### src/rtl/seg7_pkg.sv
// seg7_pkg: shared definitions for the hex scan display.
//   - segment bit indices (bit0 = a ... bit6 = g)
//   - HEX_SEG: 16-entry hex -> segment table (active-high, 1 = lit)
//   - scan_state_t: OFF / SHOW / GUARD sequencing states
package seg7_pkg;

  localparam int SEG_A = 0;
  localparam int SEG_B = 1;
  localparam int SEG_C = 2;
  localparam int SEG_D = 3;
  localparam int SEG_E = 4;
  localparam int SEG_F = 5;
  localparam int SEG_G = 6;

  // Entry n is the glyph for nibble n; b and d are lowercase.
  localparam logic [15:0][6:0] HEX_SEG = {
    7'h71, 7'h79, 7'h5E, 7'h39, 7'h7C, 7'h77, 7'h6F, 7'h7F,  // F E d C b A 9 8
    7'h07, 7'h7D, 7'h6D, 7'h66, 7'h4F, 7'h5B, 7'h06, 7'h3F   // 7 6 5 4 3 2 1 0
  };

  typedef enum logic [1:0] {
    ST_OFF   = 2'd0,
    ST_SHOW  = 2'd1,
    ST_GUARD = 2'd2
  } scan_state_t;

endpackage

### src/rtl/hex_scan_timer.sv
// hex_scan_timer: digit scan sequencer.
//   Walks OFF -> SHOW(idx) -> GUARD -> SHOW(idx+1) ... with SLOT_CYC lit
//   clocks and GUARD_CYC dark clocks per digit. frame_wrap is a one-cycle
//   combinational pulse on the cycle whose edge moves the scan to digit 0
//   (OFF->SHOW entry, or wrap after the last digit); the owner commits new
//   display data on that edge.
// Ports:
//   clk, rst        clock, synchronous active-high reset
//   en              scan enable; low forces OFF
//   state           current sequencing state
//   idx             current digit index
//   frame_wrap      next edge starts a frame at digit 0
module hex_scan_timer
  import seg7_pkg::*;
#(
  parameter int NUM_DIGITS = 4,
  parameter int SLOT_CYC   = 50000,
  parameter int GUARD_CYC  = 16,
  parameter int IW         = $clog2(NUM_DIGITS)
) (
  input  logic          clk,
  input  logic          rst,
  input  logic          en,
  output scan_state_t   state,
  output logic [IW-1:0] idx,
  output logic          frame_wrap
);

  localparam int MAXC = (SLOT_CYC > GUARD_CYC) ? SLOT_CYC : GUARD_CYC;
  localparam int CW   = $clog2(MAXC + 1);

  scan_state_t   state_n;
  logic [IW-1:0] idx_n;
  logic [CW-1:0] slot_cnt, slot_cnt_n;
  logic          last;

  assign last = (idx == IW'(NUM_DIGITS - 1));

  always_ff @(posedge clk) begin
    if (rst) begin
      state    <= ST_OFF;
      idx      <= '0;
      slot_cnt <= '0;
    end else begin
      state    <= state_n;
      idx      <= idx_n;
      slot_cnt <= slot_cnt_n;
    end
  end

  always_comb begin
    state_n    = state;
    idx_n      = idx;
    slot_cnt_n = slot_cnt;
    frame_wrap = 1'b0;
    case (state)
      ST_OFF: begin
        if (en) begin
          state_n    = ST_SHOW;
          idx_n      = '0;
          slot_cnt_n = '0;
          frame_wrap = 1'b1;
        end
      end
      ST_SHOW: begin
        if (!en) begin
          state_n    = ST_OFF;
          idx_n      = '0;
          slot_cnt_n = '0;
        end else if (slot_cnt == CW'(SLOT_CYC - 1)) begin
          slot_cnt_n = '0;
          if (GUARD_CYC == 0) begin
            // no dark gap: step straight to the next digit
            idx_n      = last ? '0 : idx + IW'(1);
            frame_wrap = last;
          end else begin
            state_n = ST_GUARD;
          end
        end else begin
          slot_cnt_n = slot_cnt + CW'(1);
        end
      end
      ST_GUARD: begin
        if (!en) begin
          state_n    = ST_OFF;
          idx_n      = '0;
          slot_cnt_n = '0;
        end else if (slot_cnt == CW'(GUARD_CYC - 1)) begin
          state_n    = ST_SHOW;
          slot_cnt_n = '0;
          idx_n      = last ? '0 : idx + IW'(1);
          frame_wrap = last;
        end else begin
          slot_cnt_n = slot_cnt + CW'(1);
        end
      end
      default: begin
        state_n    = ST_OFF;
        idx_n      = '0;
        slot_cnt_n = '0;
      end
    endcase
  end

endmodule

### src/rtl/hex_scan_display.sv
// hex_scan_display: time-multiplexed 7-segment digit controller.
//   load captures value/dp_mask into a staging buffer; staging is copied to
//   the active buffer only when the scan starts a frame at digit 0, so a
//   frame never mixes old and new data. All pins are registered; en is also
//   applied directly to the output registers so the display goes dark on the
//   edge that samples en low.
//   Optional: define HEX_SCAN_LZB_EN for leading-zero blanking (digits above
//   the highest nonzero nibble show no segments; digit 0 never blanks).
// Ports:
//   clk, rst      clock, synchronous active-high reset
//   en            scan enable
//   load          strobe: capture value/dp_mask
//   value         nibble k drives digit k (digit 0 rightmost)
//   dp_mask       decimal point per digit
//   upd_pending   staging holds data not yet shown
//   seg           segments a..g on bits 0..6
//   dp            decimal point of the lit digit
//   dig_en        one-hot digit select, zero when dark
//   (INVERT=1 complements seg, dp, dig_en at the pins)
module hex_scan_display
  import seg7_pkg::*;
#(
  parameter int NUM_DIGITS = 4,
  parameter int SLOT_CYC   = 50000,
  parameter int GUARD_CYC  = 16,
  parameter bit INVERT     = 1'b0
) (
  input  logic                    clk,
  input  logic                    rst,
  input  logic                    en,
  input  logic                    load,
  input  logic [4*NUM_DIGITS-1:0] value,
  input  logic [NUM_DIGITS-1:0]   dp_mask,
  output logic                    upd_pending,
  output logic [6:0]              seg,
  output logic                    dp,
  output logic [NUM_DIGITS-1:0]   dig_en
);

  localparam int IW = $clog2(NUM_DIGITS);

  scan_state_t                 state;
  logic [IW-1:0]               idx;
  logic                        frame_wrap;
  logic                        commit;
  logic                        lit;

  logic [NUM_DIGITS-1:0][3:0]  stg_val, act_val;
  logic [NUM_DIGITS-1:0]       stg_dp, act_dp;
  logic [NUM_DIGITS-1:0]       blank;

  logic [6:0]                  seg_r, seg_n;
  logic                        dp_r, dp_n;
  logic [NUM_DIGITS-1:0]       dig_r, dig_n;

  hex_scan_timer #(
    .NUM_DIGITS (NUM_DIGITS),
    .SLOT_CYC   (SLOT_CYC),
    .GUARD_CYC  (GUARD_CYC),
    .IW         (IW)
  ) u_timer (
    .clk        (clk),
    .rst        (rst),
    .en         (en),
    .state      (state),
    .idx        (idx),
    .frame_wrap (frame_wrap)
  );

  assign commit = frame_wrap & upd_pending;
  assign lit    = (state == ST_SHOW) & en;

  // Per-digit blank flags: digit k is blank when it and every digit above
  // it are zero.
  genvar k;
  generate
    for (k = 0; k < NUM_DIGITS; k++) begin : g_blank
`ifdef HEX_SCAN_LZB_EN
      if (k == 0) begin : g_d0
        assign blank[k] = 1'b0;
      end else begin : g_dk
        assign blank[k] = ~|act_val[NUM_DIGITS-1:k];
      end
`else
      assign blank[k] = 1'b0;
`endif
    end
  endgenerate

  always_comb begin
    seg_n = '0;
    dp_n  = 1'b0;
    dig_n = '0;
    if (lit) begin
      dig_n[idx] = 1'b1;
      seg_n[SEG_G:SEG_A] = blank[idx] ? 7'h00 : HEX_SEG[act_val[idx]];
      dp_n       = act_dp[idx];
    end
  end

  always_ff @(posedge clk) begin
    if (rst) begin
      stg_val     <= '0;
      stg_dp      <= '0;
      act_val     <= '0;
      act_dp      <= '0;
      upd_pending <= 1'b0;
      seg_r       <= '0;
      dp_r        <= 1'b0;
      dig_r       <= '0;
    end else begin
      seg_r <= seg_n;
      dp_r  <= dp_n;
      dig_r <= dig_n;
      // commit reads the pre-edge staging, so a same-cycle load lands
      // in staging for the following frame and keeps upd_pending set
      if (commit) begin
        act_val <= stg_val;
        act_dp  <= stg_dp;
      end
      if (load) begin
        stg_val     <= value;
        stg_dp      <= dp_mask;
        upd_pending <= 1'b1;
      end else if (commit) begin
        upd_pending <= 1'b0;
      end
    end
  end

  assign seg    = seg_r ^ {7{INVERT}};
  assign dp     = dp_r ^ INVERT;
  assign dig_en = dig_r ^ {NUM_DIGITS{INVERT}};

endmodule

### config.mk
export PLATFORM = sky130hd
export DESIGN_NAME = hex_scan_display
export DESIGN_NICKNAME = d
export VERILOG_FILES = /design/src/rtl/seg7_pkg.sv /design/src/rtl/hex_scan_timer.sv /design/src/rtl/hex_scan_display.sv
export SDC_FILE = /design/constraint.sdc
export NUM_CORES = 1
export LEC_CHECK = 0
export CORE_MARGIN = 2
export CORE_UTILIZATION = 25
export DETAILED_ROUTE_END_ITERATION = 7
export GPL_TIMING_DRIVEN = 0
export PLACE_DENSITY = 0.48
export RECOVER_POWER = 25
export REMOVE_ABC_BUFFERS = 1
export SYNTH_ARGS = -nofsm -noshare
export SYNTH_HDL_FRONTEND = slang
export SYNTH_SLANG_ARGS = --single-unit
### constraint.sdc
create_clock -name clk -period 3.6 [get_ports clk]
set_input_delay 0.54 -clock clk [delete_from_list [all_inputs] [get_ports clk]]
set_output_delay 0.54 -clock clk [all_outputs]
set_load 0.05 [all_outputs]
==> metrics.md, run 1 <==
| Metric | Value |
|---|---|
| Yosys reg bits | `73` |
| First-pass GRT wire length | `12.2 mm` |
| Largest net degree at the start of global routing | `44` |
| Syn avg cell area | `9.09 sq um` |
| Most frequent cells in the layout | `73 x dfxtp_1, 39 x o21ai_0, 35 x a21oi_1, 35 x nor2_1, 23 x mux2i_1` |
| GP Congestion | `0.775` |
| CP arrival | `about 2.9 ns` |
| Rows | `42` |
| Cell taking the most area after synthesis | `dfxtp_1` |
| Syn Std Cell Area | `0.00343 sq mm` |
| Wire per inst | `12.3 um` |
| Pre-antenna DRT Iters | `4` |
| Skew final | `~0.0077 ns` |
| Slew Viols, Final | `0` |
| Slew HR | `9.70%` |
| Vias per cell | `roughly 4.6` |
| Ranking of synthesized cells by area | `dfxtp_1 43%, mux2i_1 6.7%, ha_1 5.8%, o21ai_0 5.5%, a21oi_1 5.1%` |
| Critical R2R Launch | `u_timer.state[0]` |
| Reg2reg path depth | `6` |
| GR Overflow Total | `0` |
| CP Capture Point | `u_timer.slot_cnt[7]` |
| RSZ-0062 raised after global routing | `false` |
| CTS sink count | `73` |
| N_diodes | `0` |
| Post-DP HPWL | `4.86 mm` |
| Fin util | `31.8%` |
| Initial cell density of the core | `25.7%` |
| Drt first-iter violations | `111` |
| Chip height | `121 um` |
| Clock Pin Slew Worst Setup and Hold Paths | `0.06 ns` |
| Area Overhead vs Synth | `23.6%` |
| Final std cells w/o fill | `between 500 and 600` |
| Final worst path period need | `between 2 and 3 ns` |
| Synth cell types | `40` |
| H-tree levels | `3` |
| Num CTS Buffers | `9` |
| # setup viols final | `0` |
| Status | `completed` |
| Pwr per Cell Area | `470 mW/mm^2` |
| Post-synth EDFFs | `0` |
| Actual slew at the worst max-slew pin | `1.35 ns` |
| PostCTS Resize Cnt | `0` |
| Final hold vios | `0` |
| Design area | `0.00425 sq mm` |
| Setup crit start kind | `primary input` |
| Top Ports | `37` |
| Vias in the first global route | `2,519` |
| Main synth FF type | `dfxtp_1` |
| Flop2flop setup slack | `~1.2 ns` |
| Fillers | `1,428` |
| Asr flop ratio synth | `0%` |
| Vias | `2,659` |
| TNS Setup | `0 ns` |
| Placed cells | `roughly 570` |
| Buffers on Ports | `36` |
| Post-synth top area share | `42.6%` |
| WL final | `7.20 mm` |
| Core ar. | `0.0133 sq mm` |
| Maxcap violations | `0` |
| Die area | `between 0.01 and 0.015 sq mm` |
| Fmax | `around 0.38 GHz` |
| Hold slack | `0.475 ns` |
| Initial antenna violation count | `0` |
| Worst Setup SP | `en` |
| Final Cycle Share | `74.0%` |
| GRT Total Usage | `approximately a tenth` |
| Die width | `121 um` |
| Leak Pwr | `0.00156 uW` |
| Endpoint type of the worst setup path | `flip-flop` |
| Critical path class | `primary input to flip-flop` |
| Seq/Total Area, Yosys | `42.6%` |
| Worst EP required | `3.86 ns` |
| Mapped Cells | `378` |
| Detail Route Antenna Nets | `0` |
| CTS tree | `yes` |
| Worst R2R End | `u_timer.slot_cnt[7]` |
| Fraction of layout cells with a size suffix above 1 | `approximately 7.6%` |
| Post-CTS Setup Inserts | `0` |
| Hold Startpoint | `act_val[2]` |
| DP Area | `0.00394 sq mm` |
| Clk_lat worst skew | `around 0.33 ns` |
| Root buffer cell | `clkbuf_16` |
| Maximum clock insertion buffer count | `2` |
| Min-delay worst type | `flip-flop to flip-flop` |
| Crit-path max FO | `15` |
| Hold Buf Count CTS | `0` |
| Commonest non-fill, non-tap cell in the layout | `dfxtp_1` |
| Peak VDD IR | `around 0.0002 V` |
| Drc violations | `0` |
| Yosys Warn Count | `0` |
| Final #Nets | `443` |
## registers in the layout (all words and copies together), names as in the netlist
name and count:
act_dp 4, act_val 16, dig_en 4, dp 1
seg 7, stg_dp 4, stg_val 16, u_timer.idx 2
u_timer.slot_cnt 16, u_timer.state 2, upd_pending 1
## layout make-up
| type | instances | area [sq um] | area share [%] |
|---|---|---|---|
| multi-input cells | 263 | 1810 | 42.7 |
| flip-flops and latches | 73 | 1460 | 34.4 |
| repair buffers | 37 | 375 | 8.84 |
| clock buffers | 10 | 239 | 5.63 |
| well taps | 176 | 220 | 5.19 |
| inverters | 19 | 71.3 | 1.68 |
| clock inverters | 6 | 65.1 | 1.53 |
## synthesized netlist by cell type, drive strengths merged (2+ instances only)
cell type / count
mux2i: 23
nor3b: 4
xnor2: 2
o21ai: 39
nand3: 7
nor4: 2
ha: 16
dfxtp: 73
inv: 19
o21ba: 2
clkbuf: 16
buf: 7
a221oi: 6
or3b: 20
a21oi: 35
and2: 7
or4: 3
nand2: 19
nand2b: 2
and3: 5
nor2b: 2
nor2: 35
nor3: 9
mux4: 6
or3: 6
nand4: 4
## cell families (layout without fill, tap and decap cells)
family	after synthesis	after routing	synth area share, %
adders and majority gates	16	16	5.83
muxes	29	29	10.6
buffers and inverters	42	72	4.66
AOI/OAI and AO/OA	88	88	14.6
DFF	73	73	42.6
xor gates and xnor gates	3	3	0.765
and+or+nand+nor	127	127	21.0
## worst max-delay path: stages
cell and delay (ns):
dlygate4sd3_1 0.65, nor2b_1 0.52, nor2b_1 0.95, a21oi_1 0.07, o21ai_0 0.18
## layer usage
layer	GRT usage (%)	part of all wire, %	vias up
met5	0	0	-
met2	16.4	45	38
met4	4.74	2.0	0
met1	13.9	50	1224
li1	-	-	1387
met3	2.40	3.5	10
## worst min-delay path by stage
stage | end | slack (ns) | cells past startpoint
2_1_floorplan | act_dp[2] | 0.44 | 2
3_3_place_gp | act_val[7] | 0.46 | 2
3_5_place_dp | act_val[9] | 0.47 | 2
4_1_cts | act_val[9] | 0.48 | 2
5_1_grt | act_val[2] | 0.49 | 2
6_report | act_val[2] | 0.48 | 2
## power by group
part	internal (uW)	switching, uW
Sequential	837	15.0
Clock	558	350
Combinational	91.5	145
Total	1490	510
## per-stage QoR
stage	worst slack (ns)	power (uW)
finish	0.936	2000
global placement	-0.0694	1110
detailed placement	0.658	1110
CTS	0.997	2030
floorplan	1.63	1010
global route	0.736	2090
Note: power is estimated with default switching activity, not from simulation.
==> inputs of run 2 (changes only) <==
--- a/config.mk
+++ b/config.mk
@@ -9,7 +9,7 @@
 export CORE_UTILIZATION = 25
 export DETAILED_ROUTE_END_ITERATION = 7
 export GPL_TIMING_DRIVEN = 0
-export PLACE_DENSITY = 0.48
+export PLACE_DENSITY = 0.49
 export RECOVER_POWER = 25
 export REMOVE_ABC_BUFFERS = 1
 export SYNTH_ARGS = -nofsm -noshare
==> constraint.sdc (replaced) <==
create_clock -name clk -period 2.2 [get_ports clk]
set_input_delay 0.33 -clock clk [delete_from_list [all_inputs] [get_ports clk]]
set_output_delay 0.33 -clock clk [all_outputs]
set_load 0.05 [all_outputs]
==> run 2 against run 1 <==
Net effect:
- clock power rose by 69%
- routed wire length rose by 1.8%
- register-to-register slack got worse by 1.1 ns
- final cell count did not move
- critical path depth rose by 2
- sequential cell count did not move
- cell area rose by 1.1%
- hold slack got worse by 0.29 ns
- count of clock-buffer cells in the layout fell by 1
- core utilization rose by 0.37 points
- sequential share of layout area fell by 0.30 points
==> metrics.md, run 2 (synthesis gave the netlist of run 1 again) <==
| Metric | Value |
|---|---|
| Setup crit start kind | `flip-flop` |
| Maxcap violations | `0 (unchanged)` |
| Root buffer cell | `clkbuf_16` |
| Reg2reg path depth | `7 (+1)` |
| Post-CTS Setup Inserts | `0 (unchanged)` |
| Die width | `121 um (unchanged)` |
| CTS tree | `yes` |
| Hold Startpoint | `rst` |
| GRT met1 Usage | `13.8% (-0.12 points)` |
| Worst-path cell chain | `inv_1 > ha_1 > o21ai_0 > a31o_1 > a311o_2 > or3_1 > o21ai_0` |
| Fmax | `0.483 GHz` |
| First-pass GRT wire length | `12.3 mm (+0.91%)` |
| Largest stage delay, worst path | `0.52 ns (-0.43 ns)` |
| CTS sink count | `73 (unchanged)` |
| Most frequent cells in the layout | `70 x dfxtp_1, 38 x o21ai_0, 35 x a21oi_1, 35 x nor2_1, 23 x mux2i_1` |
| Leak Pwr | `0.00158 uW (+1.4%)` |
| Fraction of layout cells with a size suffix above 1 | `9.80% (+2.2 points)` |
| GP Congestion | `0.775 (about the same)` |
| Critical path class | `flip-flop to flip-flop` |
| CP arrival | `2.34 ns (-0.58 ns)` |
| PostCTS Resize Cnt | `6 (+6)` |
| Final #Nets | `443 (unchanged)` |
| Buffers on Ports | `36 (unchanged)` |
| Rows | `42 (unchanged)` |
| Commonest non-fill, non-tap cell in the layout | `dfxtp_1` |
| N_diodes | `0 (unchanged)` |
| WHS Path Cells | `2 (unchanged)` |
| Final worst path period need | `between 2 and 2.5 ns` |
| GR Layer Usage met3 | `3.20% (+0.80 points)` |
| Largest net degree at the start of global routing | `51 (+16%)` |
| Critical path's most frequent cell | `o21ai_0` |
| Core ar. | `0.0133 sq mm (unchanged)` |
| Fin util | `32.2% (+0.37 points)` |
| Chip height | `121 um (unchanged)` |
| Crit-path max FO | `12 (-3)` |
| Biggest regs | `act_val: 16 flops, stg_val: 16 flops, u_timer.slot_cnt: 16 flops` |
| Clock Pin Slew Worst Setup and Hold Paths | `0.07 ns (about the same)` |
| Wire per inst | `12.6 um (+1.8%)` |
| # setup viols final | `0 (unchanged)` |
| Status | `completed` |
| Slew HR | `8.92% (-0.78 points)` |
| Initial cell density of the core | `25.7% (unchanged)` |
| H-tree levels | `3 (unchanged)` |
| Maximum clock insertion buffer count | `2 (unchanged)` |
| Critical R2R Launch | `u_timer.state[0]` |
| Final std cells w/o fill | `584 (unchanged)` |
| Met2 usage | `16.5% (+0.11 points)` |
| Final hold vios | `0 (unchanged)` |
| RSZ-0062 raised after global routing | `false` |
| GR Overflow Total | `0 (unchanged)` |
| Peak VDD IR | `0.000399 V (+96%)` |
| Flop2flop setup slack | `0.13 ns (-1.07 ns)` |
| Clk_lat worst skew | `0.34 ns (about the same)` |
| Pre-antenna DRT Iters | `4 (unchanged)` |
| Worst Setup SP | `u_timer.state[0]` |
| Vias in the first global route | `2,536 (+0.67%)` |
| Vias per cell | `4.53 (-0.45%)` |
| Skew final | `0.00815 ns (+0.000420 ns)` |
| Endpoint type of the worst setup path | `flip-flop` |
| WL final | `7.33 mm (+1.8%)` |
| Top Ports | `37 (unchanged)` |
| Hold Buf Count CTS | `0 (unchanged)` |
| Num CTS Buffers | `9 (unchanged)` |
| Post-DP HPWL | `4.81 mm (-1.1%)` |
| Initial antenna violation count | `0 (unchanged)` |
| GRT Total Usage | `10.7% (+0.097 points)` |
| Slowest cell on crit path | `a311o_2` |
| Actual slew at the worst max-slew pin | `1.36 ns (+0.0117 ns)` |
| Worst EP required | `2.47 ns (-1.39 ns)` |
| Pwr per Cell Area | `775 mW/mm^2 (+65%)` |
| Die area | `0.0147 sq mm (unchanged)` |
| TNS Setup | `0 ns (unchanged)` |
| Slew Viols, Final | `0 (unchanged)` |
| Placed cells | `568 (unchanged)` |
| Drt first-iter violations | `115 (+3.6%)` |
| Area Overhead vs Synth | `25.0%` |
| Min-delay worst type | `primary input to flip-flop` |
| Most Crowded Layer GR | `met2` |
| Drc violations | `0 (unchanged)` |
| Detail Route Antenna Nets | `0 (unchanged)` |
| Final Cycle Share | `94.1%` |
| Vias | `2,647 (-0.45%)` |
## run 2: cell types whose count changed in the layout (fill, tap and decap cells not counted), moves of 2 or more
cell,delta
dfxtp_2,+3
dfxtp_1,-3
clkinv_2,-2
inv_8,+2
nor2b_1,-2
clkinv_4,+2
## run 2: path summary, 6_finish.rpt
| kind | to |
|---|---|
| setup / recovery | u_timer.slot_cnt[7] |
| hold / removal | stg_val[0] |
| setup reg to reg | u_timer.slot_cnt[7] |
| hold reg to reg | act_dp[2] |
## run 2: worst max-delay path, delay by kind of cell, from the launching register on
kind                     cells  cell delay (ns)
AO/OA/AOI/OAI                4             0.98
adder cells (fa/ha/maj)      1             0.19
buffers and inverters        1             0.09
flip-flops                   1             0.34
AND/OR/NAND/NOR              1             0.38
## run 2: cell type report
class	count	area [sq um]
Fill cell	1399	9050
Multi-Input combinational cell	263	1850
Sequential cell	73	1470
Timing Repair Buffer	37	378
Clock buffer	9	225
Tap cell	176	220
Clock inverter	7	86.3
Inverter	19	71.3
## run 2: stage by stage
stage	power, uW	setup WS [ns]	hold slack [ns]	area, sq um
2_1_floorplan	1660	0.230	0.399	3350
3_3_place_gp	1810	-1.25	0.462	3930
3_5_place_dp	1820	-0.528	0.467	3940
4_1_cts	3380	0.00137	0.179	4280
5_1_grt	3480	0.0142	0.197	4290
6_report	3330	0.130	0.188	4290
## run 2: per-layer routing
metal	up-vias	wire length [um]
met2	46	3280
met1	1211	3640
met3	9	276
met4	0	130
met5	-	0
li1	1381	-
## run 2: where the power goes
group / total [uW] / internal (uW) / switching, uW
clock: 1530 / 902 / 631
combinational: 402 / 161 / 241
sequential: 1390 / 1370 / 25.6
